==> src/rtl/bcd_scan_counter_pkg.sv <==
// Shared constants and helpers for the four-decade BCD scan counter.
package bcd_scan_counter_pkg;

  localparam logic [3:0] BCD_MAX    = 4'd9;
  localparam int         NUM_DIGITS = 4;
  localparam int         IDX_W      = $clog2(NUM_DIGITS);

  typedef logic [3:0] bcd_t;

  // Non-decimal nibbles (A..F) are loaded as zero so a digit never leaves 0..9.
  function automatic bcd_t sanitize_digit(input bcd_t d);
    return (d > BCD_MAX) ? 4'd0 : d;
  endfunction

endpackage

==> src/rtl/bcd_digit.sv <==
// One BCD decade: synchronous clear/load, up/down step on carry-in, ripple carry-out.
module bcd_digit
  import bcd_scan_counter_pkg::*;
(
  input  logic clk_i,
  input  logic rst_i,
  input  logic clear_i,
  input  logic load_i,
  input  bcd_t load_val_i,
  input  logic up_i,
  input  logic cin_i,
  output bcd_t digit_o,
  output logic cout_o
);

  bcd_t digit_q, digit_d;

  // NOTE: every variable assigned in always_comb gets a default first, so no path leaves it unassigned and no latch is inferred.
  always_comb begin
    digit_d = digit_q;
    if (clear_i) begin
      digit_d = '0;
    end else if (load_i) begin
      digit_d = sanitize_digit(load_val_i);
    end else if (cin_i) begin
      if (up_i) digit_d = (digit_q == BCD_MAX) ? 4'd0 : digit_q + 4'd1;
      else      digit_d = (digit_q == 4'd0)    ? BCD_MAX : digit_q - 4'd1;
    end
  end

  // NOTE: sequential state uses non-blocking assignments so all registers update together at the edge.
  always_ff @(posedge clk_i or posedge rst_i) begin
    if (rst_i) digit_q <= '0;
    else       digit_q <= digit_d;
  end

  assign digit_o = digit_q;
  assign cout_o  = cin_i & (up_i ? (digit_q == BCD_MAX) : (digit_q == 4'd0));

endmodule

==> src/rtl/bcd_scan_counter.sv <==
// Four-digit BCD up/down counter with prescaled count tick, wrap pulse and
// a free-running digit scanner feeding a multiplexed display.
module bcd_scan_counter
  import bcd_scan_counter_pkg::*;
#(
  parameter int PRESCALE = 50000,
  parameter int SCAN_DIV = 1000
) (
  input  logic                    CLK,
  input  logic                    RESET,
  input  logic                    EN,
  input  logic                    UP,
  input  logic                    CLEAR,
  input  logic                    LOAD,
  input  logic [4*NUM_DIGITS-1:0] LOAD_VALUE,
  output logic [4*NUM_DIGITS-1:0] COUNT,
  output logic                    CARRY,
  output logic [3:0]              NUMBER,
  output logic [NUM_DIGITS-1:0]   DIGIT_SEL
);

  localparam int PW = (PRESCALE > 1) ? $clog2(PRESCALE) : 1;
  localparam int SW = (SCAN_DIV > 1) ? $clog2(SCAN_DIV) : 1;
  localparam logic [PW-1:0] PRE_LAST  = PW'(PRESCALE - 1);
  localparam logic [SW-1:0] SCAN_LAST = SW'(SCAN_DIV - 1);

  logic [PW-1:0]    presc_q, presc_d;
  logic [SW-1:0]    scan_cnt_q, scan_cnt_d;
  logic [IDX_W-1:0] scan_idx_q, scan_idx_d;
  logic             carry_q;
  logic             tick;
  logic [NUM_DIGITS:0] chain;

  // CLEAR and LOAD both win over a pending tick, so the digits never see it.
  assign tick = EN & (presc_q == PRE_LAST) & ~CLEAR & ~LOAD;

  always_comb begin
    presc_d = presc_q;
    if (CLEAR || LOAD)  presc_d = '0;
    else if (tick)      presc_d = '0;
    else if (EN)        presc_d = presc_q + PW'(1);
  end

  always_comb begin
    scan_cnt_d = scan_cnt_q + SW'(1);
    scan_idx_d = scan_idx_q;
    if (scan_cnt_q == SCAN_LAST) begin
      scan_cnt_d = '0;
      scan_idx_d = scan_idx_q + IDX_W'(1);
    end
  end

  always_ff @(posedge CLK or posedge RESET) begin
    if (RESET) begin
      presc_q    <= '0;
      scan_cnt_q <= '0;
      scan_idx_q <= '0;
      carry_q    <= 1'b0;
    end else begin
      presc_q    <= presc_d;
      scan_cnt_q <= scan_cnt_d;
      scan_idx_q <= scan_idx_d;
      carry_q    <= chain[NUM_DIGITS];
    end
  end

  // Ripple chain: each decade steps when every lower decade wraps on this tick.
  assign chain[0] = tick;

  for (genvar g = 0; g < NUM_DIGITS; g++) begin : g_digit
    bcd_digit u_digit (
      .clk_i      (CLK),
      .rst_i      (RESET),
      .clear_i    (CLEAR),
      .load_i     (LOAD),
      .load_val_i (LOAD_VALUE[4*g +: 4]),
      .up_i       (UP),
      .cin_i      (chain[g]),
      .digit_o    (COUNT[4*g +: 4]),
      .cout_o     (chain[g+1])
    );
  end

  assign CARRY     = carry_q;
  assign DIGIT_SEL = NUM_DIGITS'(1) << scan_idx_q;
  assign NUMBER    = COUNT[{scan_idx_q, 2'b00} +: 4];

endmodule

==> config.mk <==
export PLATFORM = sky130hd
export DESIGN_NAME = bcd_scan_counter
export DESIGN_NICKNAME = d
export VERILOG_FILES = /design/src/rtl/bcd_scan_counter_pkg.sv /design/src/rtl/bcd_digit.sv /design/src/rtl/bcd_scan_counter.sv
export SDC_FILE = /design/constraint.sdc
export NUM_CORES = 1
export LEC_CHECK = 0
export ABC_AREA = 1
export BUFFER_PORTS_ARGS = -buffer_cell sky130_fd_sc_hd__buf_4
export CORE_MARGIN = 4
export CORE_UTILIZATION = 58
export CTS_CLUSTER_DIAMETER = 60
export DETAILED_ROUTE_END_ITERATION = 8
export PLACE_DENSITY = 0.8
export SYNTH_ARGS = -nofsm -noshare
export SYNTH_HDL_FRONTEND = slang
export SYNTH_SLANG_ARGS = --single-unit
export TNS_END_PERCENT = 1
==> constraint.sdc <==
create_clock -name CLK -period 1.65 [get_ports CLK]
set_input_delay 0.2475 -clock CLK [delete_from_list [all_inputs] [get_ports CLK]]
set_output_delay 0.2475 -clock CLK [all_outputs]
set_load 0.01 [all_outputs]
# Word-level counts from Yosys, hierarchy flattened
# Cells that the tools add are included.
# classes
n_addsub,11
magnitude_cmp,4
n_eq_ne,6
shift,2
n_mux,36
n_bitwise,9
n_reduce_logical,10
# ops
operator,count
$mux W4,28
$mux W16,3
$add A16 B1 Y16 const B,1
$add A4 B1 Y4 const B,4
$eq A16 B16 Y1 const B,1
$eq A4 B4 Y1 const B,4
$gt A4 B4 Y1 const B,4
$logic_not A4 Y1,4
$shiftx A16 B5 Y4,1
$sub A4 B1 Y4 const B,4
$reduce_bool A3 Y1,5
$add A10 B1 Y10 const B,1
$eq A10 B10 Y1 const B,1
$mux W10,1
$and A1 B1 Y1,7
$mux W1,4
$shl A1 B2 Y4 const A,1
$add A2 B1 Y2 const B,1
$not A1 Y1,2
$logic_or A1 B1 Y1,1
# totals
ff_bits,45
inputBits,22
output_inout_bits,25
word_cells,86

# Depth between registers and ports, before layout
# logic_depth
ltp_word,10
ltp_mapped,11
depth_no_buf,11

# Hierarchy
# Synthesis repeated with hierarchy kept, for this count alone.
# unflattened
cells_unflattened,495
area_unflattened_um2,3231.8
# modules_own_cells
mod,instances,cells_each,area_per_inst_um2
bcd_scan_counter,1,227,1730.4
bcd_digit,4,67,375.4

# Least setup slack after synthesis
# Ideal clock, no wire load.
# synth_timing
path_type,reg2reg
start,register g_digit[0].u_digit.digit_q[0]
end,register g_digit[2].u_digit.digit_q[0]
arrival_ps,1428
slack_ps,105
stages_incl_launch_ff,12
period_less_slack_ps,1545
path_cell_list,dfrtp_1 > inv_1 > ha_1 > nand3_1 > nand2_1 > nand2_1 > inv_2 > nand3_2 > nand2_4 > inv_2 > nand2_1 > nand2_1
# synth_between
elab_chain_len,5
# synth_lines
item,line,rtl
"start, declared",bcd_digit.sv:16,"bcd_t digit_q, digit_d;"
"start signal, assigned",bcd_digit.sv:34,else digit_q <= digit_d;
$eq A4 B4 Y1 / $logic_not A4 Y1 (equally long branches),bcd_digit.sv:38,assign cout_o = cin_i & (up_i ? (digit_q == BCD_MAX) : (digit_q == 4'd0));
$mux W1 *,bcd_digit.sv:38,
$and A1 B1 Y1 * (2 in a row),bcd_digit.sv:38,
$reduce_bool A3 Y1 (no source line) *,n/a,
"end signal, assigned",bcd_digit.sv:34,
"end, declared",bcd_digit.sv:16,
# Mark *: on every way between the ends. The rest lies on a longest branch, timed or not.
# A chain may end at the register's enable or synchronous reset.

# Worst setup path in the final report
# layout_timing
start,register g_digit[0].u_digit.digit_q[1]
end,register g_digit[3].u_digit.digit_q[0]
# layout_between
elab_chain_len,6
# layout_lines
item,line
$eq A4 B4 Y1 / $logic_not A4 Y1 (equally long branches),bcd_digit.sv:38
$mux W1 *,bcd_digit.sv:38
$and A1 B1 Y1 * (3 in a row),bcd_digit.sv:38
$reduce_bool A3 Y1 (no source line) *,n/a
"end signal, assigned",bcd_digit.sv:34
"end, declared",bcd_digit.sv:16
# Marks and branches as above.

==> impl_metrics.tcl <==
set metrics [dict create \
    ys_seq_area_share_pct 32.83 \
    rsz0062_at_grt "yes" \
    worstSetupEndpointType "flop" \
    drv_cap 0 \
    fin_setup_tns_ps -115.9 \
    grt.busiest_layer "met2" \
    fin_crit_ps 1694 \
    cts-root-buf "clkbuf_8" \
    outcome "complete, but fails checks" \
    timing.critical_path.max_delay_family "simple AND/OR/NAND/NOR gates" \
    cts_buffers 5 \
    syn_inst 485 \
    drt_iter0_drc 445 \
    worstReg2RegEnd "g_digit[3].u_digit.digit_o[0]" \
    max-vdd-ir-drop_v 0.0004626 \
    routabilityCongestion 0.8477 \
    maxSlewViolCount 0 \
    synthesis.nets 525 \
    timing.final.ws_setup_ps -43.53 \
    p_leak_nw 2.189 \
    ys.flop_type "dfrtp_1" \
    hold_class "primary input to flop" \
    grt-ovfl-total 0 \
    finalCritPeriodShare_pct 102.6 \
    grt_antenna_before_repair 0 \
    drt_wl_total_microns 8977 \
    core_sq_um 5608 \
    synth_commonest_cells "nand2_1, inv_1, dfrtp_1, nand3_1, nor2_1" \
    io_buffers 46 \
    worstPathCellList "inv_1 -> ha_1 -> nand3_1 -> nand2_1 -> nand2_1 -> inv_2 -> nand4_4 -> nand2_4 -> nand2_2 -> nand2_2" \
    relSlewSlack_pct 77.38 \
    finalPower_mw 2.935 \
    wl_per_cell_microns 14.16 \
    clock_latency_ps 300 \
    crit_start "g_digit[0].u_digit.digit_o[1]" \
    crit_type "flop to flop" \
    worstPathMaxFanout 6 \
    first_global_vias 3403 \
    ios 47 \
    tightest_slew_ps 335.8 \
    start_util_pct 61.16 \
    htreeDepth 2 \
    synth_area_leader_cell "dfrtp_1" \
    die_area_sq_um 7207 \
    crit_arrival_ps 1940 \
    area_growth_syn_to_layout_pct 24.88 \
    reg2reg_slack_ps -40 \
    dpl_cell_area_sq_um 4040 \
    ys_warn_count 0 \
    critical_path.max_stage_delay_ps 390 \
    firstDrtPassIters 5 \
    skew_ps 9.132 \
    grt_max_degree 46 \
    drc 0 \
    gr-usage-met1_pct 30.64 \
    fillers 436 \
    synth_cell_types 40 \
    ys_ff_latch 45 \
    path_buf_inv 2 \
    synthArstFlopShare_pct 100.0 \
    die_h_microns 84.90 \
    final_hold_viol_count 0 \
    cts_buffer_depth 2 \
    numClockSinks 45 \
    synth_edf_count 0 \
    synth.area.top_cells "dfrtp_1, nand2_1, ha_1" \
    violations "setup timing" \
    ant_nets 0 \
    cp_slowest_cell "dfrtp_1" \
    crit_path_start_kind "flop" \
    cts_tree "yes" \
    fin_area_sq_um 4283 \
    layout.nets 601 \
    r2r-start "g_digit[0].u_digit.digit_o[1]" \
    vias 3550 \
    yosysMostFrequentCell "nand2_1" \
    crit_cells 10 \
    vias_per_cell 5.599 \
    cp-endpoint "g_digit[3].u_digit.digit_o[0]" \
    netlist_area_sq_um 3430 \
    power_density_nw_per_um2 685.3 \
    drive_above_1_share_pct 24.02 \
    num_rows 27 \
    track_usage_pct 24.66 \
    reg2regPathDepth 10 \
    diodes 0 \
    grt_use_met3_pct 3.592 \
    grt_pass1_wl_microns 14880 \
    fp.dieW_microns 84.90 \
    dp_hpwl_microns 6563 \
    avgSynthCellArea_sq_um 7.071 \
    setup_viol 4 \
    worstPathRequired_ps 1900 \
    clk_pin_slew_ps 100 \
    yosysTopAreaCellShare_pct 32.83 \
    gr-usage-met2_pct 44.13 \
    max_freq_mhz 590.5 \
]
==> worst min-delay path, delay by kind of cell <==
family | cells | cell delay, ps
buffers and inverters | 1 | 120
and+or+nand+nor | 1 | 80
AOI/OAI and AO/OA | 1 | 50
==> area by class of cell <==
type                            instances  area (sq um)  area share (%)
Clock inverter                          2         37.54          0.8764
Clock buffer                            6         82.58           1.928
Timing Repair Buffer                   80         615.6           14.37
Tap cell                               72         90.09           2.103
Multi-Input combinational cell        372          2108           49.23
Inverter                               57         221.5           5.171
Sequential cell                        45          1127           26.32
==> cell usage in the layout (no fill, tap or decap), drive strengths merged <==
cell         instances
o22ai                2
a21boi               1
nand3               47
ha                  18
buf                 79
nand3b               3
o21a                 1
a31oi                4
nand4               16
nor3b                1
inv                 56
nand2              137
clkinvlp             1
nor3                11
nor2                43
o211ai               6
and2                 1
clkbuf               6
o31ai                1
xor2                 9
a211oi               1
o21ai               29
dfrtp               45
a22oi                1
dlygate4sd3          1
clkinv               1
bufinv               1
a21oi               36
xnor2                4
==> worst min-delay path by stage <==
stage                     start                             to  slack [ps]  cells past startpoint
after floorplan           CLEAR  g_digit[0].u_digit.digit_o[3]         410                      3
after global placement    RESET                  scan_cnt_q[1]         310                      3
after detailed placement  RESET                  scan_cnt_q[1]         320                      3
after CTS                    EN                     presc_q[0]         270                      3
after global routing         EN                     presc_q[0]         260                      3
final                        EN                     presc_q[0]         240                      3
==> cell families after synthesis <==
family                   share of synthesized area (%)
AO/OA/AOI/OAI                                    13.32
XOR/XNOR                                         3.320
adder cells (fa/ha/maj)                          6.567
buffers and inverters                            7.917
flip-flops                                       32.83
AND/OR/NAND/NOR                                  36.05
==> metal layers <==
metal  part of all wire, %  up-vias
li1                      -     1750
met1                    42     1637
met2                    50      142
met3                   6.3       21
met4                   1.9        0
met5                     0        -
==> metrics by stage <==
step | hold slack, ps | worst slack (ps) | std cells | utilization [%]
CTS | 265.7 | 4.874 | 631 | 74.52
global placement | 312.5 | 111.3 | 621 | 72.04
finish | 236.8 | -43.53 | 634 | 76.37
detailed placement | 322.9 | 31.31 | 621 | 72.04
global route | 258.7 | -119.3 | 634 | 76.37
floorplan | 405.4 | 104.8 | 485 | -
==> what timing repair did <==
| action | CTS | global route |
|---|---|---|
| hold buffers | 1 | 0 |
| gates resized for setup | 4 | 31 |
| buffers inserted | 1 | 3 |
| pin swaps | 0 | 5 |
| endpoints found under the setup margin | 5 | 33 |
| hold endpoints to repair | 26 | 0 |
==> report_power, final <==
| part | leakage, nW | internal (mW) | total, mW | switching (mW) |
|---|---|---|---|---|
| combinational | 1.53 | 0.350 | 0.836 | 0.485 |
| clock | 0.0574 | 0.493 | 0.908 | 0.415 |
| sequential | 0.596 | 1.14 | 1.19 | 0.0472 |
==> flip-flops by register name, summed over array words and instances, names as in the netlist <==
| register | flops |
|---|---|
| g_digit.u_digit.digit_o | 16 |
| scan_cnt_q | 10 |
| presc_q | 16 |
| scan_idx_q | 2 |
| CARRY | 1 |
Power figures use the tool's default switching activity.
